File: src/rtl/silife_pkg.sv
// Shared SiLife definitions: statistics FSM states and result field widths.
package silife_pkg;

  typedef enum logic [1:0] {
    IDLE  = 2'd0,
    SCAN  = 2'd1,
    DRAIN = 2'd2
  } state_t;

  localparam int SIG_BITS       = 16;
  localparam int STILL_CNT_BITS = 8;

endpackage

File: src/rtl/silife_popcount.sv
// Combinational population count of one grid row.
module silife_popcount #(
  parameter  int WIDTH = 32,
  localparam int CW    = $clog2(WIDTH + 1)
) (
  input  logic [WIDTH-1:0] bits,
  output logic [CW-1:0]    count
);

  always_comb begin
    count = '0;
    for (int unsigned i = 0; i < WIDTH; i++) begin
      count = count + CW'(bits[i]);
    end
  end

endmodule

File: src/rtl/silife_stats.sv
// Per-generation grid statistics: population, rotating XOR signature and
// still-life detection, gathered by scanning rows through the grid read port.
module silife_stats
  import silife_pkg::*;
#(
  parameter  int WIDTH    = 32,
  parameter  int HEIGHT   = 32,
  localparam int ROW_BITS = $clog2(HEIGHT),
  localparam int POP_BITS = $clog2(WIDTH * HEIGHT + 1)
) (
  input  logic                      clk,
  input  logic                      reset,
  input  logic                      i_enable,
  input  logic                      i_step,
  output logic [ROW_BITS-1:0]       o_row_select,
  input  logic [WIDTH-1:0]          i_cells,
  output logic                      o_busy,
  output logic                      o_done,
  output logic [POP_BITS-1:0]       o_population,
  output logic [SIG_BITS-1:0]       o_signature,
  output logic                      o_still,
  output logic [STILL_CNT_BITS-1:0] o_still_count,
  output logic [31:0]               o_gen_count
);

  localparam int PC_BITS  = $clog2(WIDTH + 1);
  localparam int PAD_W    = ((WIDTH + 15) / 16) * 16;
  localparam logic [ROW_BITS-1:0]       LAST_ROW  = ROW_BITS'(HEIGHT - 1);
  localparam logic [STILL_CNT_BITS-1:0] STILL_MAX = '1;

  function automatic logic [15:0] fold16(input logic [WIDTH-1:0] row);
    logic [PAD_W-1:0] padded;
    logic [15:0]      f;
    padded = PAD_W'(row);
    f      = '0;
    for (int unsigned s = 0; s < PAD_W / 16; s++) begin
      f = f ^ padded[s*16 +: 16];
    end
    return f;
  endfunction

  state_t                state, state_nx;
  logic [ROW_BITS-1:0]   row_nx;
  logic                  pending;
  logic                  row_valid;
  logic                  have_prev;
  logic [POP_BITS-1:0]   pop_acc, pop_sum;
  logic [SIG_BITS-1:0]   sig_acc, sig_sum;
  logic [PC_BITS-1:0]    row_pc;
  logic                  accept, go, start, publish, still_nx;

  silife_popcount #(.WIDTH(WIDTH)) u_popcount (
    .bits  (i_cells),
    .count (row_pc)
  );

  assign accept  = i_enable & i_step;
  assign go      = i_enable & (i_step | pending);
  assign publish = (state == DRAIN);

  // The last row arrives during DRAIN, so results are published from the
  // accumulators plus the row being sampled on the same edge.
  assign pop_sum  = pop_acc + POP_BITS'(row_pc);
  assign sig_sum  = {sig_acc[SIG_BITS-2:0], sig_acc[SIG_BITS-1]} ^ fold16(i_cells);
  assign still_nx = have_prev && (pop_sum == o_population) && (sig_sum == o_signature);

  always_comb begin
    state_nx = state;
    row_nx   = '0;
    case (state)
      IDLE:  if (go) state_nx = SCAN;
      SCAN: begin
        if (o_row_select == LAST_ROW) state_nx = DRAIN;
        else                          row_nx   = o_row_select + 1'b1;
      end
      DRAIN: state_nx = go ? SCAN : IDLE;
      default: state_nx = IDLE;
    endcase
  end

  assign start = (state_nx == SCAN) && (state != SCAN);

  always_ff @(posedge clk or posedge reset) begin
    if (reset) begin
      state         <= IDLE;
      o_row_select  <= '0;
      o_busy        <= 1'b0;
      o_done        <= 1'b0;
      row_valid     <= 1'b0;
      pending       <= 1'b0;
      have_prev     <= 1'b0;
      pop_acc       <= '0;
      sig_acc       <= '0;
      o_population  <= '0;
      o_signature   <= '0;
      o_still       <= 1'b0;
      o_still_count <= '0;
      o_gen_count   <= '0;
    end else begin
      state        <= state_nx;
      o_row_select <= row_nx;
      o_busy       <= (state_nx != IDLE);
      o_done       <= publish;
      row_valid    <= (state == SCAN);

      if (accept) o_gen_count <= o_gen_count + 32'd1;

      if (!i_enable || start)           pending <= 1'b0;
      else if (i_step && state != IDLE) pending <= 1'b1;

      if (start) begin
        pop_acc <= '0;
        sig_acc <= '0;
      end else if (row_valid) begin
        pop_acc <= pop_sum;
        sig_acc <= sig_sum;
      end

      if (publish) begin
        o_population <= pop_sum;
        o_signature  <= sig_sum;
        o_still      <= still_nx;
        have_prev    <= 1'b1;
        if (!still_nx)                     o_still_count <= '0;
        else if (o_still_count != STILL_MAX) o_still_count <= o_still_count + 1'b1;
      end
    end
  end

endmodule

File: config.mk
export PLATFORM = sky130hd
export DESIGN_NAME = silife_stats
export DESIGN_NICKNAME = d
export VERILOG_FILES = /design/src/rtl/silife_pkg.sv /design/src/rtl/silife_popcount.sv /design/src/rtl/silife_stats.sv
export SDC_FILE = /design/constraint.sdc
export NUM_CORES = 1
export LEC_CHECK = 0
export CAP_MARGIN = 20
export CORE_ASPECT_RATIO = 0.75
export CORE_MARGIN = 2
export CORE_UTILIZATION = 54
export DETAILED_ROUTE_END_ITERATION = 6
export PLACE_DENSITY = 0.81
export RECOVER_POWER = 25
export SLEW_MARGIN = 20
export SYNTH_ARGS = -nofsm -noshare
export SYNTH_HDL_FRONTEND = slang
export SYNTH_SLANG_ARGS = --single-unit
File: constraint.sdc
create_clock -name clk -period 5.8 [get_ports clk]
set_input_delay 1.74 -clock clk [delete_from_list [all_inputs] [get_ports clk]]
set_output_delay 1.74 -clock clk [all_outputs]
set_load 0.02 [all_outputs]
# Yosys cells after proc, flatten, opt, wreduce, memory -nomap -nowiden
# Index checks and enable logic that the tools add are counted.
# W data, S select, Z words.
# op_classes
n_addsub,35
multipliers,0
div,0
magnitude_cmp,0
n_eq_ne,9
shifts,0
n_mux,14
bitwise,5
reduce_logical,12
# op_table
operator,n
$add A6 B1 Y6,30
$add A32 B1 Y32 const B,1
$mux W16,2
$xor A16 B16 Y16,2
$mux W11,2
$eq A16 B16 Y1,1
$mux W8,2
$add A11 B6 Y11,1
$eq A11 B11 Y1,1
$mux W5,2
$add A8 B1 Y8 const B,1
$ne A8 B8 Y1 const B,1
$reduce_bool A2 Y1,4
$pmux W2 S3,1
$add A5 B1 Y5 const B,1
$eq A5 B5 Y1 const B,1
$eq A2 B1 Y1 const B,2
$logic_and A1 B1 Y1,4
$mux W2,2
$ne A2 B1 Y1 const B,2
$mux W1,3
$add A1 B1 Y2,1
$and A1 B1 Y1,2
$eq A2 B2 Y1 const B,1
other kinds (5),5
# totals
regBits,107
latchBits,0
ram_bits,0
mem_bits_ro,0
input_bits,36
out_inout_bits,75
elab_cells,89
n_memories,0

# Logic depth before layout (Yosys ltp)
# Gate-level depths: netlist of the first run.
# logic_depth
depth_word,37
mapped_depth,25
depth_no_buf,25

# By module
# From an unflattened synthesis of the first run, not the netlist that was laid out.
# unflattened
cells_unflattened,652
hier_area_um2,6637.6
# by_module_without_submodules
mod,instances,cells_each,area_per_inst_um2,seq_area_each_um2
silife_stats,1,556,5731.7,2677.6
silife_popcount,1,96,905.9,0.0

# Worst setup path after synthesis of the first run
# Ideal clock, no wire load.
# synth_timing
path_type,input to register
startpoint,input i_cells[0]
endpoint,register o_still_count[3]
arrival_ns,7.945
required_ns,5.697
path_slack_ns,-2.248
path_stages,22
path_cell_list,ha_1 > inv_1 > fa_1 > fa_1 > fa_1 > fa_1 > fa_1 > fa_1 > fa_1 > inv_1 > fa_1 > a21o_1 > a21oi_1 > xnor2_1 > ha_1 > clkbuf_8 > a21o_2 > a2111oi_0 > nand4_1 > nor4b_4 > nand3_4 > o41ai_2
# synth_via
elab_chain_cells,37
word_cells_on_any_way,41
# synth_lines
element,line_no,rtl
from (decl),silife_stats.sv:16,"input logic [WIDTH-1:0] i_cells,"
$add A1 B1 Y2,silife_popcount.sv:13,count = count + CW'(bits[i]);
$add A6 B1 Y6 (30 in series),silife_popcount.sv:13,
$add A11 B6 Y11,silife_stats.sv:63,assign pop_sum = pop_acc + POP_BITS'(row_pc);
$eq A11 B11 Y1,silife_stats.sv:65,assign still_nx = have_prev && (pop_sum == o_population) && (sig_sum == o_signature);
$logic_and A1 B1 Y1,silife_stats.sv:65,
$logic_and A1 B1 Y1 *,silife_stats.sv:65,
$ne A2 B1 Y1 (no source line),n/a,
$reduce_and A2 Y1 (no source line),n/a,
to (signal assigned),silife_stats.sv:125,else if (o_still_count != STILL_MAX) o_still_count <= o_still_count + 1'b1;
to (decl),silife_stats.sv:22,"output logic [STILL_CNT_BITS-1:0] o_still_count,"
# Mark *: on every way between the ends. The rest lies on a longest branch, timed or not.
# A chain may end at the register's enable or synchronous reset.

# Final worst setup path of the first run
# layout_timing
startpoint,input i_cells[1]
endpoint,register o_still_count[6]
# The elaborated chain is that of the path after synthesis.

==> metrics.md, run 1 <==
| Metric | Value |
|---|---|
| Result of the run | finished, violations left |
| Violations in the final reports | capacitance limit, slew limit, setup timing |
| Main synth FF type | sky130_fd_sc_hd__dfrtp_1 |
| Boundary Pins | around 110 |
| I/O Buffers | 110 |
| Clock latency on the worst-skew pair | roughly 360 ps |
| Overall die height | between 90 and 100 um |
| DR iter-0 viols | 275 |
| Number of global-route vias before repair | 5192 |
| Antenna violations before repair | 0 |
| Cell types with the largest area share after synthesis | sky130_fd_sc_hd__dfrtp_1, sky130_fd_sc_hd__fa_1, sky130_fd_sc_hd__xnor2_1 |
| Yosys warns | 0 |
| Achievable Freq | ~0.13 GHz |
| Clock tree from TritonCTS | built |
| Final count of hold timing violations | 0 |
| Post-synth ARST share | 100.0% |
| Hold buffer count at CTS | 0 |
| Slew @ Worst Pin | 2129 ps |
| Area growth syn-to-layout | 40.15% |
| Final Slew Violations | 82 |
| Total number of vias | 5195 |
| Fin nets | between 800 and 900 |
| Part of the cycle the worst path needs | 134.8% |
| Data required time at the worst endpoint | about 6000 ps |
| Kind of start point of the critical path | primary input |
| Largest net degree at the start of global routing | 80 |
| Final Wtd Congestion | 0.9400 |
| Reg2Reg Depth | 11 |
| First-pass GRT wire length | roughly 27000 um |
| Netlist area before placement | approximately 6500 um^2 |
| Area enclosed by the die boundary | around 13000 um^2 |
| Post-synth top area cell | sky130_fd_sc_hd__dfrtp_1 |
| Diodes inserted | 0 |
| Hpwl dp | 12740 um |
| Headroom to the max-slew limit | -41.92% |
| Wire length per cell after detailed routing | between 15 and 20 um |
| Total clock sinks | between 100 and 150 |
| Row cnt | 34 |
| Final setup skew | between 10 and 15 ps |
| Overall die width | 130.4 um |
| Worst hold start | o_gen_count[31]$_DFFE_PP0P_ |
| Area of combinational cells with multiple inputs | approximately 4000 um^2 |
| Total iterations of the first detailed-routing run | 4 |
| Hold WC Path Type | reg2reg |
| Post-synth cell types | 60 |
| Arrival time at the worst endpoint | a little over 8000 ps |
| Global route total overflow | 0 |
| Number of vias per cell after detailed routing | between 5 and 6 |
| RSZ-0062 raised after global routing | yes |
| Number of enable-type register cells in the synthesized netlist | 0 |
| Setup-violating endpoint count in the final report | 30 |
| Setup ws final | -2017 ps |
| Worst path cell trace | buf_6 > ha_4 > inv_2 > fa_1 > fa_2 > fa_2 > fa_1 > fa_1 > fa_1 > fa_2 > inv_2 > fa_2 > buf_4 > ha_4 > a211oi_4 > nor2_2 > xor3_4 > a2111oi_4 > nor4b_4 > nand3_4 > buf_4 > a21oi_2 |
| Share of Yosys cell area claimed by the top area cell type | approximately two fifths |
| Type of the worst setup path | in2reg |
| GR met3 Demand/Resource | 6.732% |
| Count of nets left with antenna violations after detail routing | 0 |
| Shortest period the worst path allows | just under 8000 ps |
| Core Box Area | around 12000 um^2 |
| TritonCTS buffer count | 9 |
| Category of the worst setup path capture point | flop |
| Worst-case register-to-register setup slack | between 2000 and 3000 ps |
| CTS H-tree lvls | 3 |
| Root buf cell | sky130_fd_sc_hd__clkbuf_16 |
| CTS max path bufs | 2 |
| Crit-path slowest cell | sky130_fd_sc_hd__fa_2 |
| Mean area per synthesized cell | 10.34 um^2 |
| Hold Path End | o_gen_count[31]$_DFFE_PP0P_ |
| Highest-utilization routing layer at the global route stage | met2 |
| Critical register-to-register path startpoint | pop_acc[0]$_DFFE_PP0P_ |
| FF+latch count, synth | roughly 110 |
| Global-route usage over all layers | between 20% and 30% |
| Max-Cap Viols | 2 |
| Met1 demand-to-capacity share in global routing | 39.38% |
| Routed wire length | 17290 um |
| Number of instances on the worst hold path | 1 |
| Total negative slack | -42540 ps |
| Initial cell density of the core | 55.53% |
| Layout cells sized above 1 | 23.65% |
| M2 GR Usage | ~43% |
| Post-synth net total | 706 |
| Clock transition at the register clock pins on the worst setup and hold paths after CTS | approximately 70 ps |
| DRC errors left | 0 |
| Crit-path max cell delay | 550 ps |
| Proportion of synthesized chip area in sequential cells | between 40% and 50% |
| Number of inserted filler cells in the final layout | just under 800 |
| Critical Path Fanout Max | 8 |
| Total area of sequential cells | roughly 2700 um^2 |
| Count of mapped cells out of synthesis | 626 |
| Terminus of the critical flop-to-flop path | o_still_count[6]$_DFFE_PP0P_ |
==> routing by layer <==
metal | vias to the layer above | wire, um
met5 | - | 0
met4 | 0 | 212
met3 | 19 | 1103
met2 | 138 | 8186
met1 | 2564 | 7786
li1 | 2474 | -
==> state kept, by name, summed over array words and instances, names as in the netlist <==
signal / cells
o_still_count: 8
pop_acc: 11
state: 2
sig_acc: 16
o_still: 1
o_row_select: 5
o_gen_count: 32
o_done: 1
row_valid: 1
pending: 1
o_population: 11
have_prev: 1
o_signature: 16
o_busy: 1
==> Yosys cell counts (11+ instances only) <==
master and instances:
sky130_fd_sc_hd__xor2_1 31, sky130_fd_sc_hd__nand3_1 16, sky130_fd_sc_hd__xnor3_1 11, sky130_fd_sc_hd__inv_1 52, sky130_fd_sc_hd__clkbuf_1 16, sky130_fd_sc_hd__ha_1 19
sky130_fd_sc_hd__nor2_1 60, sky130_fd_sc_hd__o21ai_0 33, sky130_fd_sc_hd__fa_1 25, sky130_fd_sc_hd__xnor2_1 52, sky130_fd_sc_hd__a21oi_1 16, sky130_fd_sc_hd__dfrtp_1 107
sky130_fd_sc_hd__nand2_1 58, sky130_fd_sc_hd__nand4_1 17
==> worst max-delay path, delay by kind of cell <==
kind            cells  cell delay [ps]
xor+xnor            1              340
compound gates      3              680
simple gates        3              620
fa+ha+maj          10             4170
buf+inv             5              550
==> worst max path at each step <==
stage / startpoint / endpoint / slack (ps) / cells after the start
global placement: i_cells[0] / o_still_count[3]$_DFFE_PP0P_ / -2570 / 24
CTS: i_cells[1] / o_still_count[7]$_DFFE_PP0P_ / -2000 / 21
finish: i_cells[1] / o_still_count[6]$_DFFE_PP0P_ / -2020 / 22
detailed placement: i_cells[0] / o_still_count[3]$_DFFE_PP0P_ / -2840 / 24
floorplan: i_cells[1] / o_still_count[3]$_DFFE_PP0P_ / -1970 / 19
global route: i_cells[1] / o_still_count[6]$_DFFE_PP0P_ / -2120 / 22
==> stage by stage <==
| stage | util [%] | hold slack, ps | instances | setup WS, ps | cell area, um^2 |
|---|---|---|---|---|---|
| 6_report | 77.82 | 481.2 | 978 | -2017 | 9071 |
| 5_1_grt | 77.82 | 496.7 | 978 | -2119 | 9071 |
| 4_1_cts | 75.38 | 487.3 | 970 | -1996 | 8786 |
| 3_5_place_dp | 71.20 | 467.8 | 947 | -2843 | 8299 |
| 3_3_place_gp | 71.20 | 451.8 | 947 | -2570 | 8299 |
| 2_1_floorplan | - | 439.2 | 626 | -1971 | 6564 |
==> layout make-up <==
type,count,area share [%]
clock buffer,10,2.524
clock inverter,6,0.6897
inverter,53,2.207
multi-input combinational,447,43.56
sequential,107,29.52
tap,162,2.234
timing repair buffer,193,19.27
==> repair_timing <==
action / in CTS / in global routing
gates resized for setup: 69 / 49
setup endpoints to repair: 31 / 31
pin swaps: 29 / 33
buffers inserted: 9 / 6
==> kinds of logic after synthesis <==
logic type                 Yosys count  synth area share (%)
xor gates and xnor gates            97                 16.16
AOI/OAI and AO/OA                   94                 10.13
DFF                                107                 41.37
muxes                                4                0.6379
adders and majority gates           44                 11.41
and+or+nand+nor                    208                 15.93
buffers and inverters               72                 4.369
==> placed cells by master (no fill, tap or decap), types with 17 or more instances in the layout <==
cell,n
sky130_fd_sc_hd__xor2_1,29
sky130_fd_sc_hd__nor2_1,54
sky130_fd_sc_hd__fa_1,20
sky130_fd_sc_hd__clkdlybuf4s50_1,92
sky130_fd_sc_hd__inv_1,42
sky130_fd_sc_hd__dfrtp_1,107
sky130_fd_sc_hd__xnor2_1,40
sky130_fd_sc_hd__nand4_1,17
sky130_fd_sc_hd__buf_4,69
sky130_fd_sc_hd__nand2_1,57
sky130_fd_sc_hd__o21ai_0,22
Power of run 1 is not shown: default switching activity piles up to over one toggle a cycle in this logic, so the estimate is an artifact.
==> inputs of run 2 (changes only) <==
Settings changed: CORE_MARGIN 2 to 4.
==> metrics.md, run 2 (synthesis results as in run 1) <==
| Metric | Value |
|---|---|
| Final Slew Violations | 0 (-100%) |
| Boundary Pins | 111 (unchanged) |
| Core Box Area | 11660 um^2 (unchanged) |
| Row cnt | 34 (unchanged) |
| Critical Path Fanout Max | 7 (-1) |
| Most common cell after layout, fill and taps aside | sky130_fd_sc_hd__dfrtp_1 |
| CTS max path bufs | 2 (unchanged) |
| Crit-path max cell delay | 580 ps (+30 ps) |
| Largest register by flop count | o_gen_count |
| Number of global-route vias before repair | 5369 (+3.4%) |
| Slew @ Worst Pin | 1128 ps (-1000 ps) |
| Number of instances on the worst hold path | 1 (unchanged) |
| Hold Path End | o_gen_count[31]$_DFFE_PP0P_ |
| Final Wtd Congestion | 0.9361 (-0.41%) |
| Largest net degree at the start of global routing | 72 (-10%) |
| DR iter-0 viols | 442 (+61%) |
| Max reg flops | 32 (unchanged) |
| Initial cell density of the core | 55.53% (unchanged) |
| Commonest cells after routing, fill and taps aside | sky130_fd_sc_hd__dfrtp_1, sky130_fd_sc_hd__clkdlybuf4s50_1, sky130_fd_sc_hd__buf_4 |
| Largest registers | o_gen_count x32, o_signature x16, sig_acc x16 |
| Type of the worst setup path | in2reg |
| TritonCTS buffer count | 9 (unchanged) |
| Diodes inserted | 0 (unchanged) |
| Overall die width | 134.4 um (+3.1%) |
| Arrival time at the worst endpoint | 8120 ps (+30 ps) |
| Global-route usage over all layers | 26.16% (-1.3 points) |
| Shortest period the worst path allows | 7854 ps (+37.43 ps) |
| Kind of start point of the critical path | primary input |
| Crit-path slowest cell | sky130_fd_sc_hd__fa_2 |
| Wire length per cell after detailed routing | 18.38 um (+4.0%) |
| Total negative slack | -43980 ps (-1439 ps) |
| Worst hold start | o_gen_count[31]$_DFFE_PP0P_ |
| Achievable Freq | 0.1273 GHz (-0.48%) |
| I/O Buffers | 110 (unchanged) |
| Total iterations of the first detailed-routing run | 5 (+1) |
| Layout cells sized above 1 | 24.00% (+0.34 points) |
| Category of the worst setup path capture point | flop |
| Total number of vias | 5353 (+3.0%) |
| DRC errors left | 0 (unchanged) |
| Root buf cell | sky130_fd_sc_hd__clkbuf_16 |
| Violations in the final reports | setup timing |
| Hpwl dp | 12790 um (+0.40%) |
| Routed wire length | 18070 um (+4.5%) |
| Worst path most repeated cell | sky130_fd_sc_hd__fa_1 |
| Worst-case register-to-register setup slack | 2850 ps (-120 ps) |
| Clock latency on the worst-skew pair | 360 ps (about the same) |
| Part of the cycle the worst path needs | 135.4% (+0.65 points) |
| First-pass GRT wire length | 28100 um (+4.0%) |
| Source of the critical timing path | i_cells[0] |
| Overall die height | 102.8 um (+4.0%) |
| Area enclosed by the die boundary | 13820 um^2 (+7.2%) |
| Final count of hold timing violations | 0 (unchanged) |
| Hold buffer count at CTS | 0 (unchanged) |
| Critical register-to-register path startpoint | pop_acc[0]$_DFFE_PP0P_ |
| Data required time at the worst endpoint | 6070 ps (about the same) |
| Max-Cap Viols | 0 (-2) |
| Global route total overflow | 0 (unchanged) |
| RSZ-0062 raised after global routing | yes |
| Post-Place Worst Slack | -2856 ps (-12.63 ps) |
| Terminus of the critical flop-to-flop path | o_still_count[3]$_DFFE_PP0P_ |
| Wire length on met2 | 8652 um (+5.7%) |
| Hold WC Path Type | reg2reg |
| Worst path cell trace | buf_8 > ha_4 > inv_2 > fa_1 > fa_2 > fa_1 > fa_1 > fa_1 > fa_1 > fa_2 > inv_2 > fa_2 > buf_4 > ha_4 > a211oi_4 > nor2_1 > xor3_4 > a2111oi_1 > nor4b_4 > nand3_4 > buf_6 > a211oi_2 |
| Setup-violating endpoint count in the final report | 31 (+3.3%) |
| Area growth syn-to-layout | 40.69% |
| Total clock sinks | 107 (unchanged) |
| Headroom to the max-slew limit | 24.69% (+67 points) |
| Clock tree from TritonCTS | built |
| Antenna violations before repair | 0 (unchanged) |
| Fin nets | 896 (+0.56%) |
| Result of the run | finished, violations left |
| Detailed-routed wire length on met3 | 1275 um (+16%) |
| Reg2Reg Depth | 12 (+1) |
| Count of nets left with antenna violations after detail routing | 0 (unchanged) |
| Uppermost layer routed | met4 |
| Number of vias per cell after detailed routing | 5.446 (+2.5%) |
| Metal-1 WL | 7819 um (+0.42%) |
| Setup ws final | -2054 ps (-37.43 ps) |
| Final setup skew | 14.45 ps (+1.205 ps) |
| Clock transition at the register clock pins on the worst setup and hold paths after CTS | 70 ps (about the same) |
| CTS H-tree lvls | 3 (unchanged) |
run 2: cell count changes in the layout (fill, tap and decap cells not counted), sizes merged, moves of 2 or more:
cell           change
buf                +6
dlygate4sd2        +3
clkbuf             +3
clkdlybuf4s15      -7
dlygate4sd3        -2
clkdlybuf4s50      +2
run 2: worst max path at each step:
stage                                         to  slack, ps  depth (start not counted)
floorplan           o_still_count[3]$_DFFE_PP0P_      -1970                         19
global placement    o_still_count[3]$_DFFE_PP0P_      -2630                         25
detailed placement  o_still_count[3]$_DFFE_PP0P_      -2860                         25
CTS                 o_still_count[3]$_DFFE_PP0P_      -2240                         21
global route        o_still_count[7]$_DFFE_PP0P_      -2250                         22
finish              o_still_count[7]$_DFFE_PP0P_      -2050                         22
run 2: critical path: cells and delay by family:
| family | cells | cell delay [ps] |
|---|---|---|
| AND/OR/NAND/NOR | 3 | 650 |
| XOR/XNOR | 1 | 320 |
| AO/OA/AOI/OAI | 3 | 700 |
| adder cells (fa/ha/maj) | 10 | 4150 |
| buffers and inverters | 5 | 530 |
run 2: area by class of cell:
class	count	area, um^2
multi-input cells	447	3941
flip-flops and latches	107	2678
fillers	776	2550
repair buffers	198	1789
clock buffers	10	229.0
well taps	162	202.7
inverters	53	201.4
clock inverters	6	65.06
run 2: per-stage QoR:
stage / cells / hold slack (ps) / cell area (um^2) / util (%)
2_1_floorplan: 626 / 439.2 / 6564 / -
3_3_place_gp: 945 / 455.3 / 8284 / 71.07
3_5_place_dp: 945 / 482.5 / 8284 / 71.07
4_1_cts: 977 / 493.8 / 8830 / 75.75
5_1_grt: 983 / 518.6 / 9106 / 78.12
6_report: 983 / 495.7 / 9106 / 78.12
run 2: per-layer routing:
metal  up-vias  track usage [%]
met3        29            6.341
met2       194            41.85
met5         -                0
met4         0            6.338
li1       2488                -
met1      2642            36.67
run 2: repair_timing:
| item | 4_1_cts | 5_1_grt |
|---|---|---|
| endpoints found under the hold margin | 0 | 0 |
| endpoints found under the setup margin | 31 | 31 |
| pin swaps | 41 | 40 |
| buffers inserted | 17 | 8 |
| cloned | 0 | 0 |
| resized for setup | 68 | 50 |
Power of run 2 is left out for the same reason.
